File: src/rtl/ysyx_22050612_ifu.sv
// Instruction fetch unit: a single-outstanding fetch FSM (IDLE/REQ/WAIT/HOLD/HALT).
// It issues one PC-addressed request, waits for the returned word, and holds it
// for the decoder. A redirect turns a fetch that is still in flight into a dropped
// fetch. Optional feature: define YSYX_22050612_IFU_EBREAK_HALT_EN so that a
// consumed ebreak parks the unit in HALT until reset.
module ysyx_22050612_ifu #(
  parameter logic [63:0] RESET_PC = 64'h0000_0000_8000_0000
) (
  input  logic        clk,
  input  logic        rst,
  output logic        mem_req_valid,
  output logic [63:0] mem_req_addr,
  input  logic        mem_req_ready,
  input  logic        mem_rsp_valid,
  input  logic [31:0] mem_rsp_data,
  input  logic        redirect_valid,
  input  logic [63:0] redirect_pc,
  output logic [31:0] inst,
  output logic [63:0] inst_pc,
  output logic        inst_valid,
  input  logic        inst_ready,
  output logic        halted
);

`ifdef YSYX_22050612_IFU_EBREAK_HALT_EN
  localparam logic [31:0] EBREAK = 32'h0010_0073;
`endif

  typedef enum logic [2:0] {
    IDLE,
    REQ,
    WAIT,
    HOLD,
    HALT
  } state_t;

  state_t      state;
  logic [63:0] pc;
  logic [63:0] drop_pc;
  logic        drop;

  // A request is withheld in any cycle that carries a redirect, because the PC is about to change.
  assign mem_req_valid = (state == REQ) && !redirect_valid;
  assign mem_req_addr  = pc;
  assign inst_valid    = (state == HOLD);

`ifdef YSYX_22050612_IFU_EBREAK_HALT_EN
  assign halted = (state == HALT);
`else
  assign halted = 1'b0;
`endif

  // Fetch sequencing, PC update and capture of the returned instruction.
  always_ff @(posedge clk or posedge rst) begin
    if (rst) begin
      state   <= IDLE;
      pc      <= RESET_PC;
      drop_pc <= RESET_PC;
      drop    <= 1'b0;
      inst    <= 32'd0;
      inst_pc <= 64'd0;
    end else begin
      case (state)
        IDLE: state <= REQ;
        REQ: begin
          if (redirect_valid) begin
            pc <= redirect_pc;
          end else if (mem_req_ready) begin
            state <= WAIT;
          end
        end
        WAIT: begin
          if (mem_rsp_valid) begin
            if (drop || redirect_valid) begin
              drop  <= 1'b0;
              pc    <= redirect_valid ? redirect_pc : drop_pc;
              state <= REQ;
            end else begin
              inst    <= mem_rsp_data;
              inst_pc <= pc;
              state   <= HOLD;
            end
          end else if (redirect_valid) begin
            drop    <= 1'b1;
            drop_pc <= redirect_pc;
          end
        end
        HOLD: begin
          if (redirect_valid) begin
            pc    <= redirect_pc;
            state <= REQ;
          end else if (inst_ready) begin
`ifdef YSYX_22050612_IFU_EBREAK_HALT_EN
            if (inst == EBREAK) begin
              state <= HALT;
            end else begin
              pc    <= pc + 64'd4;
              state <= REQ;
            end
`else
            pc    <= pc + 64'd4;
            state <= REQ;
`endif
          end
        end
        HALT: state <= HALT;
        default: state <= IDLE;
      endcase
    end
  end

endmodule

File: config.mk
export PLATFORM = sky130hd
export DESIGN_NAME = ysyx_22050612_ifu
export DESIGN_NICKNAME = d
export VERILOG_FILES = /design/src/rtl/ysyx_22050612_ifu.sv
export SDC_FILE = /design/constraint.sdc
export NUM_CORES = 1
export LEC_CHECK = 0
export ABC_CLOCK_PERIOD_IN_PS = 13000
export BUFFER_PORTS_ARGS = -buffer_cell sky130_fd_sc_hd__buf_2
export CAP_MARGIN = 40
export CORE_MARGIN = 2
export CORE_UTILIZATION = 55
export CTS_CLUSTER_DIAMETER = 200
export DETAILED_ROUTE_END_ITERATION = 12
export HOLD_SLACK_MARGIN = 0.06
export PLACE_DENSITY = 0.81
export SLEW_MARGIN = 40
export SYNTH_ARGS = -nofsm -noshare
export SYNTH_HDL_FRONTEND = slang
export SYNTH_SLANG_ARGS = --single-unit
File: constraint.sdc
create_clock -name clk -period 13 [get_ports clk]
set_clock_uncertainty 0.15 [all_clocks]
set_input_delay 0.65 -clock clk [delete_from_list [all_inputs] [get_ports clk]]
set_output_delay 0.65 -clock clk [all_outputs]
set_load 0.01 [all_outputs]
### Word-level counts from Yosys, hierarchy flattened

Cells that the tools add are included.

| storage, ports and cells | value |
|---|---|
| register bits after elaboration | 228 |
| logic and storage cells | 48 |

| cells by class | value |
|---|---|
| $add $sub $neg | 1 |
| equality and inequality tests | 11 |
| multiplexer cells | 17 |
| bitwise operators | 2 |
| reduce and logical (&&, ||, !) cells | 11 |

Operators by type and width:

| cell | count |
|---|---|
| 64-bit two-way mux | 6 |
| 64-bit case mux with 3 select lines | 1 |
| 64-bit by 3-bit adder with 64-bit output (second input constant) | 1 |
| 3-bit two-way mux | 5 |
| 3-bit case mux with 5 select lines | 1 |
| 2-bit inequality test (second input constant) | 5 |
| 3-bit by 2-bit equality test with 1-bit output (second input constant) | 2 |
| 3-bit AND reduction | 2 |
| 5-bit AND reduction | 1 |
| 4-bit AND reduction | 1 |
| 3-bit by 1-bit equality test with 1-bit output (second input constant) | 1 |
| 3-bit equality test (second input constant) | 1 |
| 3-bit zero test | 1 |
| 1-bit two-way mux | 3 |
| 3-bit by 2-bit inequality test with 1-bit output (second input constant) | 1 |
| 3-bit nonzero test | 1 |
| 2-bit two-way mux | 1 |
| 2-bit by 1-bit inequality test with 1-bit output (second input constant) | 1 |
| 1-bit NOT | 2 |
| 2-bit AND reduction | 1 |
| 2-bit nonzero test | 1 |
| 1-bit logical AND | 1 |
| 1-bit zero test | 1 |
| 1-bit logical OR | 1 |

### Logic depth before layout (Yosys ltp)

Gate-level depths: netlist of run 1.

| logic depth | value |
|---|---|
| word-level depth | 4 |
| gate-level depth with buffers | 9 |
| gate-level depth less buffers | 7 |

### Worst setup path before layout of run 1

No wires, ideal clock.

| path | value |
|---|---|
| kind | input to register |
| start point | input port redirect_valid |
| end point | register drop_pc[0] |
| library setup time | 0.125 ns |
| arrival | 2.363 ns |
| path slack | 10.362 ns |
| stages on the path | 5 |
| path buffers | 2 |
| path through | clkbuf_1 inv_1 nor4_2 clkbuf_1 mux2_2 |

| on the way | value |
|---|---|
| longest elaborated chain between the ends | 1 |

RTL lines:

| what | line | RTL |
|---|---|---|
| start: declaration | 16 | `input logic redirect_valid,` |
| 64-bit two-way mux | -- |  |
| end signal: assignment | 85 | `drop_pc <= redirect_pc;` |
| end: declaration | 39 | `logic [63:0] drop_pc;` |

Every way passes these cells.
A chain may end at the register's enable or synchronous reset.

### Worst setup path in the final report of run 1

| path | value |
|---|---|
| start point | register state[2] |
| end point | register inst[20] |

| on the way | value |
|---|---|
| longest elaborated chain between the ends | 2 |

RTL lines:

| what | line | RTL |
|---|---|---|
| start: declaration | 37 | `state_t state;` |
| start signal: assignment | 56 | `state <= IDLE;` |
| start signal: assignment | 64 | `IDLE: state <= REQ;` |
| start signal: assignment | 69 | `state <= WAIT;` |
| 3-bit by 2-bit equality test with 1-bit output | 63 | `case (state)` |
| 3-bit AND reduction (no source line) | -- |  |
| end signal: assignment | 79 | `inst <= mem_rsp_data;` |
| end: declaration | 18 | `output logic [31:0] inst,` |

Every way passes these cells.

==> metrics.md, run 1 <==
| Metric | Value |
|---|---|
| Critical path launch point type | `flip-flop` |
| Core occupancy in the finished layout | `0.6734` |
| GRT Resource Usage Total | `0.3030` |
| Layout cell share with drive strength beyond 1 | `0.3659` |
| Status | `finished clean` |
| Hold buffer count at cts | `1` |
| Starting DRC count in detailed routing | `985` |
| Chain of cells forming the critical path | `nand2b_1 > buf_4 > nor2_1 > nand3_4 > buf_4 > mux2_2` |
| Row count | `52` |
| Post-route design area | `13670 µm²` |
| Design internal power | `0.001577 W` |
| Gate power share | `0.267` |
| Clock insertion delay at the later pin of the skew report | `0.53 ns` |
| Area inside the core boundary | `20300 µm²` |
| Pleak | `6.435 nW` |
| Antenna violation net count after detailed routing | `0` |
| Number of distinct library cell variants in the gate-level netlist after synthesis | `62` |
| Mean area per synthesized cell | `10.66 µm²` |
| Setup violation total in the final timing report | `0` |
| CTS tree | `yes` |
| Length of the first detailed-routing pass in iterations | `5` |
| Crit path max fanout | `52` |
| Top cell by count, worst path | `sky130_fd_sc_hd__buf_4` |
| Die Y | `148.0 µm` |
| Worst-case register-to-register setup slack | `9.64 ns` |
| Overflow after GRT | `0` |
| Post-detailed-route wirelength per cell | `21.23 µm` |
| Clk buf depth | `3` |
| Slowest stage delay, CP | `0.67 ns` |
| Post-synthesis cell count | `1071` |
| Post-synthesis sequential area ratio | `0.5002` |
| Global-route wire length before repair | `53200 µm` |
| Buffers on Ports | `263` |
| Number of synthesized register bits | `228` |
| Clock tree sinks | `228` |
| Worst-path cell with the longest stage delay | `sky130_fd_sc_hd__buf_4` |
| Final Cycle Share | `0.2587` |
| Endpoint required time on the critical path | `13.26 ns` |
| Top FF cell, synth | `sky130_fd_sc_hd__dfrtp_1` |
| Netlist area before placement | `11410 µm²` |
| Areal power density over the cells | `175.0 nW/µm²` |
| Share of total power in sequential cells | `0.467` |
| Worst IR Drop VDD | `0.1187 mV` |
| Syn_nets | `1174` |
| Initial antenna violation count | `5` |
| Post-CTS setup buffer count | `0` |
| Endpoints failing hold | `0` |
| Horizontal extent of the die | `148.0 µm` |
| Clock tree root buffer cell | `sky130_fd_sc_hd__clkbuf_16` |
| Post-layout minimum cycle time | `3.364 ns` |
| Net switching fraction of the power | `0.3407` |
| Minimum setup slack in the final design | `9.636 ns` |
| Maximum clock frequency | `0.2973 GHz` |
| Placement-stage cell area | `12940 µm²` |
| Half-perimeter wire length after placement | `22530 µm` |
| Initial standard-cell utilization of the core | `0.5622` |
| Max Slew Vio Count | `0` |
| Pin count of the biggest net entering global routing | `79` |
| Count of max-cap constraint violations | `0` |
| Share of flip-flops with an asynchronous set or reset after synthesis | `1.000` |
| Number of CTS-inserted buffers | `24` |
| Ports | `265` |
| Hold Path Class | `in -> reg` |
| Place WS | `9.504 ns` |
| Die Outline Area | `21920 µm²` |
| Clk pwr share | `0.266` |
| Clock input transition at the sequential cells of the worst setup and hold paths | `0.06 ns` |
| Number of cells upsized or downsized after cts | `0` |
| Net count reported at finish | `1401` |
| Via count of the routed design | `9961` |
| Net switching power figure | `0.0008150 W` |
| RSZ-0062 raised after global routing | `false` |
| Worst-Margin Slew | `0.8608 ns` |
| Routed Wire Length | `33720 µm` |
| Arrival time worst endpoint | `3.63 ns` |
| Fin Setup TNS | `0 ns` |
| Vias in the first global route | `9754` |
| Headroom to the max-slew limit | `0.4217` |
| Routability cong. | `0.9614` |
| Synthesis warning total | `0` |
| Number of flops mapped to enable cells by yosys | `0` |
| WS Path Type | `reg -> reg` |
| Area grow syn2layout | `19.79%` |
| Number of vias per cell after detailed routing | `6.273` |
| Post-route DRC violation count | `0` |
| Deepest level of the CTS H-tree | `1` |
| Endpoint type of the worst setup path | `flip-flop` |
-- worst paths after layout --
| check | startpoint | end | cells past startpoint |
|---|---|---|---|
| min in group asynchronous | rst | inst[0] | 3 |
| max in group asynchronous | rst | state[0] | 4 |
| min | mem_req_ready | state[0] | 2 |
| min reg2reg | inst_pc[29] | inst_pc[29] | 2 |
| max | state[2] | inst[20] | 6 |
| max reg2reg | state[2] | inst[20] | 6 |
-- area by class of cell --
type                    count  area (µm²)
inverters                   9       41.29
fillers                  1592        6629
well taps                 270       337.8
clock buffers              36       675.6
diodes                      6       15.01
flip-flops and latches    228        5709
multi-input cells         755        5406
repair buffers            280        1454
clock inverters             4       31.28
-- logic make-up (layout without fill, tap and decap cells) --
kind of cell	after synthesis	after routing	synth area share
muxes	160	160	0.1573
AOI/OAI and AO/OA	286	286	0.1629
buffers and inverters	88	329	0.02971
adders and majority gates	1	1	0.001096
xor gates and xnor gates	33	33	0.02533
and+or+nand+nor	274	274	0.1231
DFF	228	228	0.5002
other	1	7	0.0003286
-- synthesized netlist by cell type, types with 5 or more instances --
master                     number  area, µm²
sky130_fd_sc_hd__dfrtp_1      226       5655
sky130_fd_sc_hd__mux2_2       152       1712
sky130_fd_sc_hd__o21ai_0       93      465.5
sky130_fd_sc_hd__nand2_1       82      307.8
sky130_fd_sc_hd__clkbuf_1      69      259.0
sky130_fd_sc_hd__nor2_1        48      180.2
sky130_fd_sc_hd__a21oi_1       47      235.2
sky130_fd_sc_hd__a22oi_1       40      300.3
sky130_fd_sc_hd__nand3_1       37      185.2
sky130_fd_sc_hd__nand4_1       24      150.1
sky130_fd_sc_hd__a22o_1        20      175.2
sky130_fd_sc_hd__nor3_1        18      90.09
sky130_fd_sc_hd__xnor2_1       17      148.9
sky130_fd_sc_hd__xor2_1        16      140.1
sky130_fd_sc_hd__and3_1        14      87.58
sky130_fd_sc_hd__a221oi_1      11      96.34
sky130_fd_sc_hd__nor4_1        11      68.82
sky130_fd_sc_hd__o211ai_1      11      82.58
sky130_fd_sc_hd__a211oi_1      10      75.07
sky130_fd_sc_hd__and4_1        10      87.58
sky130_fd_sc_hd__a222oi_1       9      90.09
sky130_fd_sc_hd__inv_1          8      30.03
sky130_fd_sc_hd__nand2b_1       8      50.05
sky130_fd_sc_hd__o21a_1         8      60.06
sky130_fd_sc_hd__o21ai_1        7      35.03
sky130_fd_sc_hd__a31oi_1        5      31.28
sky130_fd_sc_hd__buf_1          5      18.77
sky130_fd_sc_hd__mux2i_1        5      50.05
-- through the flow --
step | instances | power (W) | hold slack, ns
after CTS | 1582 | 0.002392 | 0.1504
after floorplan | 1071 | 0.001458 | 0.3077
final | 1588 | 0.002392 | 0.1568
after global routing | 1586 | 0.002508 | 0.1546
after global placement | 1541 | 0.001723 | 0.3163
after detailed placement | 1541 | 0.001756 | 0.3233
-- power groups by stage --
stage	sequential, W	combinational [W]	clock [W]
floorplan	0.00113	0.000330	0
global placement	0.00111	0.000611	0
detailed placement	0.00112	0.000634	0
CTS	0.00111	0.000639	0.000642
global route	0.00114	0.000694	0.000672
finish	0.00112	0.000638	0.000637
-- sequential cells by signal (all words and copies together) (netlist names) --
register	count
inst	32
state	3
drop_pc	64
inst_pc	64
drop	1
mem_req_addr	64
-- cell usage in the layout, fill, tap and decap left out, types with 3 or more instances in the layout --
master / synthesis / final
sky130_fd_sc_hd__buf_2: 4 / 263
sky130_fd_sc_hd__xnor2_1: 17 / 17
sky130_fd_sc_hd__nor4_1: 11 / 11
sky130_fd_sc_hd__o21ai_0: 93 / 93
sky130_fd_sc_hd__clkbuf_1: 69 / 9
sky130_fd_sc_hd__dfrtp_1: 226 / 225
sky130_fd_sc_hd__inv_1: 8 / 7
sky130_fd_sc_hd__a22o_1: 20 / 20
sky130_fd_sc_hd__a221oi_1: 11 / 11
sky130_fd_sc_hd__clkinv_2: 0 / 3
sky130_fd_sc_hd__and3_1: 14 / 14
sky130_fd_sc_hd__a21oi_1: 47 / 47
sky130_fd_sc_hd__mux2_1: 3 / 3
sky130_fd_sc_hd__a211oi_1: 10 / 10
sky130_fd_sc_hd__nor4_4: 2 / 3
sky130_fd_sc_hd__xor2_1: 16 / 16
sky130_fd_sc_hd__clkbuf_16: 0 / 24
sky130_fd_sc_hd__nand2b_1: 8 / 8
sky130_fd_sc_hd__nand2_1: 82 / 82
sky130_fd_sc_hd__buf_4: 1 / 14
sky130_fd_sc_hd__a31oi_1: 5 / 5
sky130_fd_sc_hd__o21a_1: 8 / 7
sky130_fd_sc_hd__o211ai_1: 11 / 11
sky130_fd_sc_hd__nor3_1: 18 / 17
sky130_fd_sc_hd__a211o_1: 3 / 3
sky130_fd_sc_hd__nand3_1: 37 / 36
sky130_fd_sc_hd__or4_1: 4 / 4
sky130_fd_sc_hd__and4_1: 10 / 10
sky130_fd_sc_hd__a222oi_1: 9 / 9
sky130_fd_sc_hd__mux2_2: 152 / 152
sky130_fd_sc_hd__clkbuf_8: 0 / 3
sky130_fd_sc_hd__nand4_1: 24 / 24
sky130_fd_sc_hd__mux2i_1: 5 / 5
sky130_fd_sc_hd__o2bb2ai_1: 3 / 3
sky130_fd_sc_hd__a22oi_1: 40 / 40
sky130_fd_sc_hd__a21o_1: 3 / 3
sky130_fd_sc_hd__diode_2: 0 / 6
sky130_fd_sc_hd__nor2_1: 48 / 47
sky130_fd_sc_hd__or3_1: 4 / 3
sky130_fd_sc_hd__o21ai_1: 7 / 7
-- worst max-delay path, delay by kind of cell, from the launching register on --
family                 cells  cell delay, ns
buffers and inverters      2            1.14
AND/OR/NAND/NOR            3            0.91
flip-flops                 1            0.50
multiplexers               1            0.41
-- metal layers --
metal,vias up,global-route usage,share of wire
met1,4866,0.4115,0.39
met5,-,0,0
met3,89,0.05648,0.10
met4,0,0.1238,0.038
li1,4458,-,-
met2,548,0.4836,0.47
(Power assumes the default switching activity.)
==> run 2, diff against run 1 <==
ABC_AREA = 1   (was default)
ABC_CLOCK_PERIOD_IN_PS = 2830   (was 13000)
CORE_UTILIZATION = 50   (was 55)
PLACE_DENSITY = 0.77   (was 0.81)
clock period = 2.83 ns   (was 13 ns; I/O delays follow)
==> run 2 against run 1 <==
Compared with the run above:
- die area increased by 20%
- via count increased by 32%
- utilization decreased by 1.8 points
- highest routed layer unchanged
- non-clock buffer count increased by 114
- final cell count increased by 50%
- setup slack got worse by 9.5 ns
- global-route usage increased by 3.4 points
==> metrics.md, run 2 <==
| Metric | Value |
|---|---|
| Row count | `57` |
| Layout cell share with drive strength beyond 1 | `0.1866` |
| Worst-Margin Slew | `0.7042 ns` |
| Crit path max fanout | `5` |
| Commonest non-fill, non-tap cell in the layout | `sky130_fd_sc_hd__nand2_1` |
| Synthesis warning total | `0` |
| GRT Resource Usage Total | `0.3372` |
| Clk buf depth | `3` |
| Pin count of the biggest net entering global routing | `123` |
| Startpoint of the lowest-slack register-to-register path | `state[2]` |
| Hold Path Class | `in -> reg` |
| Half-perimeter wire length after placement | `30940 µm` |
| Library cell with the highest instance count after synthesis | `sky130_fd_sc_hd__nand2_1` |
| Status | `finished clean` |
| Pleak | `7.939 nW` |
| Critical path launch point type | `flip-flop` |
| Number of placed instances with taps included | `2230` |
| Cell depth of the worst flop-to-flop path | `9` |
| Overflow after GRT | `0` |
| Ports | `265` |
| Length of the first detailed-routing pass in iterations | `6` |
| WS Path Type | `reg -> reg` |
| Clock input transition at the sequential cells of the worst setup and hold paths | `0.06 ns` |
| Most frequent cells after synthesis | `541 x sky130_fd_sc_hd__nand2_1, 229 x sky130_fd_sc_hd__nor2_1, 226 x sky130_fd_sc_hd__dfrtp_1, 223 x sky130_fd_sc_hd__o21ai_0, 147 x sky130_fd_sc_hd__inv_1` |
| Post-route DRC violation count | `0` |
| Post-CTS setup buffer count | `0` |
| CTS tree | `yes` |
| Post-detailed-route wirelength per cell | `18.56 µm` |
| Total power draw | `0.01771 W` |
| Count of placed standard cells in the final layout, fillers left out | `2382` |
| Horizontal extent of the die | `162.2 µm` |
| Endpoints failing hold | `0` |
| Global-route wire length before repair | `69500 µm` |
| Terminating pin of the worst hold path | `mem_req_addr[23]` |
| Via count of the routed design | `13160` |
| Syn_nets | `1805` |
| Clk pwr share | `0.178` |
| Arrival time worst endpoint | `2.98 ns` |
| Share of flip-flops with an asynchronous set or reset after synthesis | `1.000` |
| Buffers on Ports | `263` |
| Headroom to the max-slew limit | `0.5305` |
| Worst IR Drop VDD | `0.8628 mV` |
| Net switching power figure | `0.007971 W` |
| Fin Setup TNS | `0 ns` |
| Area grow syn2layout | `28.09%` |
| Area inside the core boundary | `24460 µm²` |
| Worst hold stages | `5` |
| Top FF cell, synth | `sky130_fd_sc_hd__dfrtp_1` |
| Final Cycle Share | `0.9624` |
| Multi-input logic area | `5889 µm²` |
| Net count reported at finish | `2144` |
| Share of total power in sequential cells | `0.359` |
| Gate power share | `0.463` |
| Number of synthesized register bits | `228` |
| Worst-case register-to-register setup slack | `0.11 ns` |
| Antenna violation net count after detailed routing | `0` |
| Netlist area before placement | `12520 µm²` |
| Clock tree sinks | `228` |
| Yosys top cell area share | `0.4518` |
| Initial standard-cell utilization of the core | `0.5117` |
| Fill cell count | `2065` |
| Maximum clock frequency | `0.3671 GHz` |
| Area used by sequential logic in the layout | `5708 µm²` |
| Net switching fraction of the power | `0.4500` |
| Die Y | `162.2 µm` |
| Number of distinct library cell variants in the gate-level netlist after synthesis | `35` |
| N_diodes | `0` |
| Die Outline Area | `26320 µm²` |
| Endpoint of the most critical register-to-register path | `drop_pc[1]` |
| Commonest cells after routing, fill and taps aside | `540 x sky130_fd_sc_hd__nand2_1, 262 x sky130_fd_sc_hd__buf_2, 228 x sky130_fd_sc_hd__nor2_1, 226 x sky130_fd_sc_hd__dfrtp_1, 223 x sky130_fd_sc_hd__o21ai_0` |
| Post-synthesis cell count | `1702` |
| Post-synthesis sequential area ratio | `0.4560` |
| Vias in the first global route | `12660` |
| Mean area per synthesized cell | `7.355 µm²` |
| Synth top area cells | `sky130_fd_sc_hd__dfrtp_1 45%, sky130_fd_sc_hd__nand2_1 16%, sky130_fd_sc_hd__o21ai_0 8.9%, sky130_fd_sc_hd__nor2_1 6.9%, sky130_fd_sc_hd__inv_1 4.4%` |
| Clock tree root buffer cell | `sky130_fd_sc_hd__clkbuf_16` |
| Number of CTS-inserted buffers | `25` |
| Design internal power | `0.009743 W` |
| Deepest level of the CTS H-tree | `1` |
| Areal power density over the cells | `1105 nW/µm²` |
| Routability cong. | `0.9895` |
| Number of vias per cell after detailed routing | `5.525` |
| Core occupancy in the finished layout | `0.6555` |
| Count of max-cap constraint violations | `0` |
| Endpoint type of the worst setup path | `flip-flop` |
| Clock insertion delay at the later pin of the skew report | `0.53 ns` |
| Starting DRC count in detailed routing | `1428` |
| Initial antenna violation count | `0` |
| Number of flops mapped to enable cells by yosys | `0` |
| Startpoint of the worst hold path | `redirect_valid` |
| Post-layout minimum cycle time | `2.724 ns` |
| Endpoint required time on the critical path | `3.09 ns` |
| Setup violation total in the final timing report | `0` |
| Dominant cell type by area after synthesis | `sky130_fd_sc_hd__dfrtp_1` |
| Routed Wire Length | `44220 µm` |
| Max Slew Vio Count | `0` |
[run 2: changes by cell type in the layout (fill, tap and decap cells not counted), sizes merged, moves of 107 or more]
cell         before  now
dlygate4sd3       1  108
inv               9  152
mux2            155   41
nand2            82  544
nor2             48  235
o21ai           100  224
[run 2: worst max-delay path: stages (launching register included)]
cell and delay (ns):
sky130_fd_sc_hd__dfrtp_1 0.45, sky130_fd_sc_hd__nor2_4 0.18, sky130_fd_sc_hd__nand2_2 0.14, sky130_fd_sc_hd__nor2_4 0.16, sky130_fd_sc_hd__inv_2 0.08, sky130_fd_sc_hd__nor2_2 0.17
sky130_fd_sc_hd__nand2_1 0.07, sky130_fd_sc_hd__dlygate4sd3_1 0.56, sky130_fd_sc_hd__o21a_1 0.10, sky130_fd_sc_hd__dlygate4sd3_1 0.56
[run 2: layer usage]
layer | global-route usage | vias to the layer above | wire length, µm
met5 | 0 | - | 0
met4 | 0.1114 | 0 | 1486
met3 | 0.06614 | 108 | 4525
met2 | 0.5309 | 787 | 19740
met1 | 0.4703 | 6109 | 18470
li1 | - | 6156 | -
[run 2: cell families after synthesis]
family | count (synthesis) | share of synthesized area
xor gates and xnor gates | 20 | 0.01399
muxes | 41 | 0.03688
adders and majority gates | 1 | 0.0009993
DFF | 228 | 0.4560
buffers and inverters | 234 | 0.07436
other | 1 | 0.0002996
AOI/OAI and AO/OA | 362 | 0.1639
and+or+nand+nor | 815 | 0.2536
[run 2: worst max-delay path by stage]
stage / startpoint / to / slack [ns] / cells past startpoint
2_1_floorplan: rst / drop / -0.44 / 1
3_3_place_gp: mem_req_addr[3] / mem_req_addr[56] / 0.48 / 13
3_5_place_dp: mem_req_addr[3] / mem_req_addr[56] / 0.39 / 13
4_1_cts: state[2] / drop_pc[0] / 0.03 / 9
5_1_grt: state[2] / drop_pc[1] / -0.01 / 9
6_report: state[2] / drop_pc[1] / 0.11 / 9
[run 2: power groups by stage]
stage	logic [W]	clock network, W	registers (W)
floorplan	0.00443	0	0.00645
global placement	0.00777	0	0.00627
detailed placement	0.00789	0	0.00635
CTS	0.00809	0.00321	0.00630
global route	0.00908	0.00334	0.00654
finish	0.00820	0.00316	0.00636
[run 2: cell type report]
class | count | share of cell area
Clock buffer | 37 | 0.04495
Clock inverter | 7 | 0.003980
Inverter | 152 | 0.03582
Multi-Input combinational cell | 1240 | 0.3673
Sequential cell | 228 | 0.3560
Tap cell | 324 | 0.02528
Timing Repair Buffer | 394 | 0.1667
[run 2: repair_timing]
action | in CTS | in global routing
endpoints found under the setup margin | 0 | 2
hold endpoints to repair | 193 | 0
resized for setup | 0 | 1
hold buffers | 108 | 0
[run 2: per-stage QoR]
step | worst slack (ns) | hold WS, ns | instance area (µm²)
floorplan | -0.4398 | 0.1419 | 12520
global placement | 0.4849 | 0.1077 | 14170
detailed placement | 0.3936 | 0.1182 | 14170
CTS | 0.03030 | 0.06398 | 16030
global route | -0.01168 | 0.1357 | 16030
finish | 0.1063 | 0.07893 | 16030
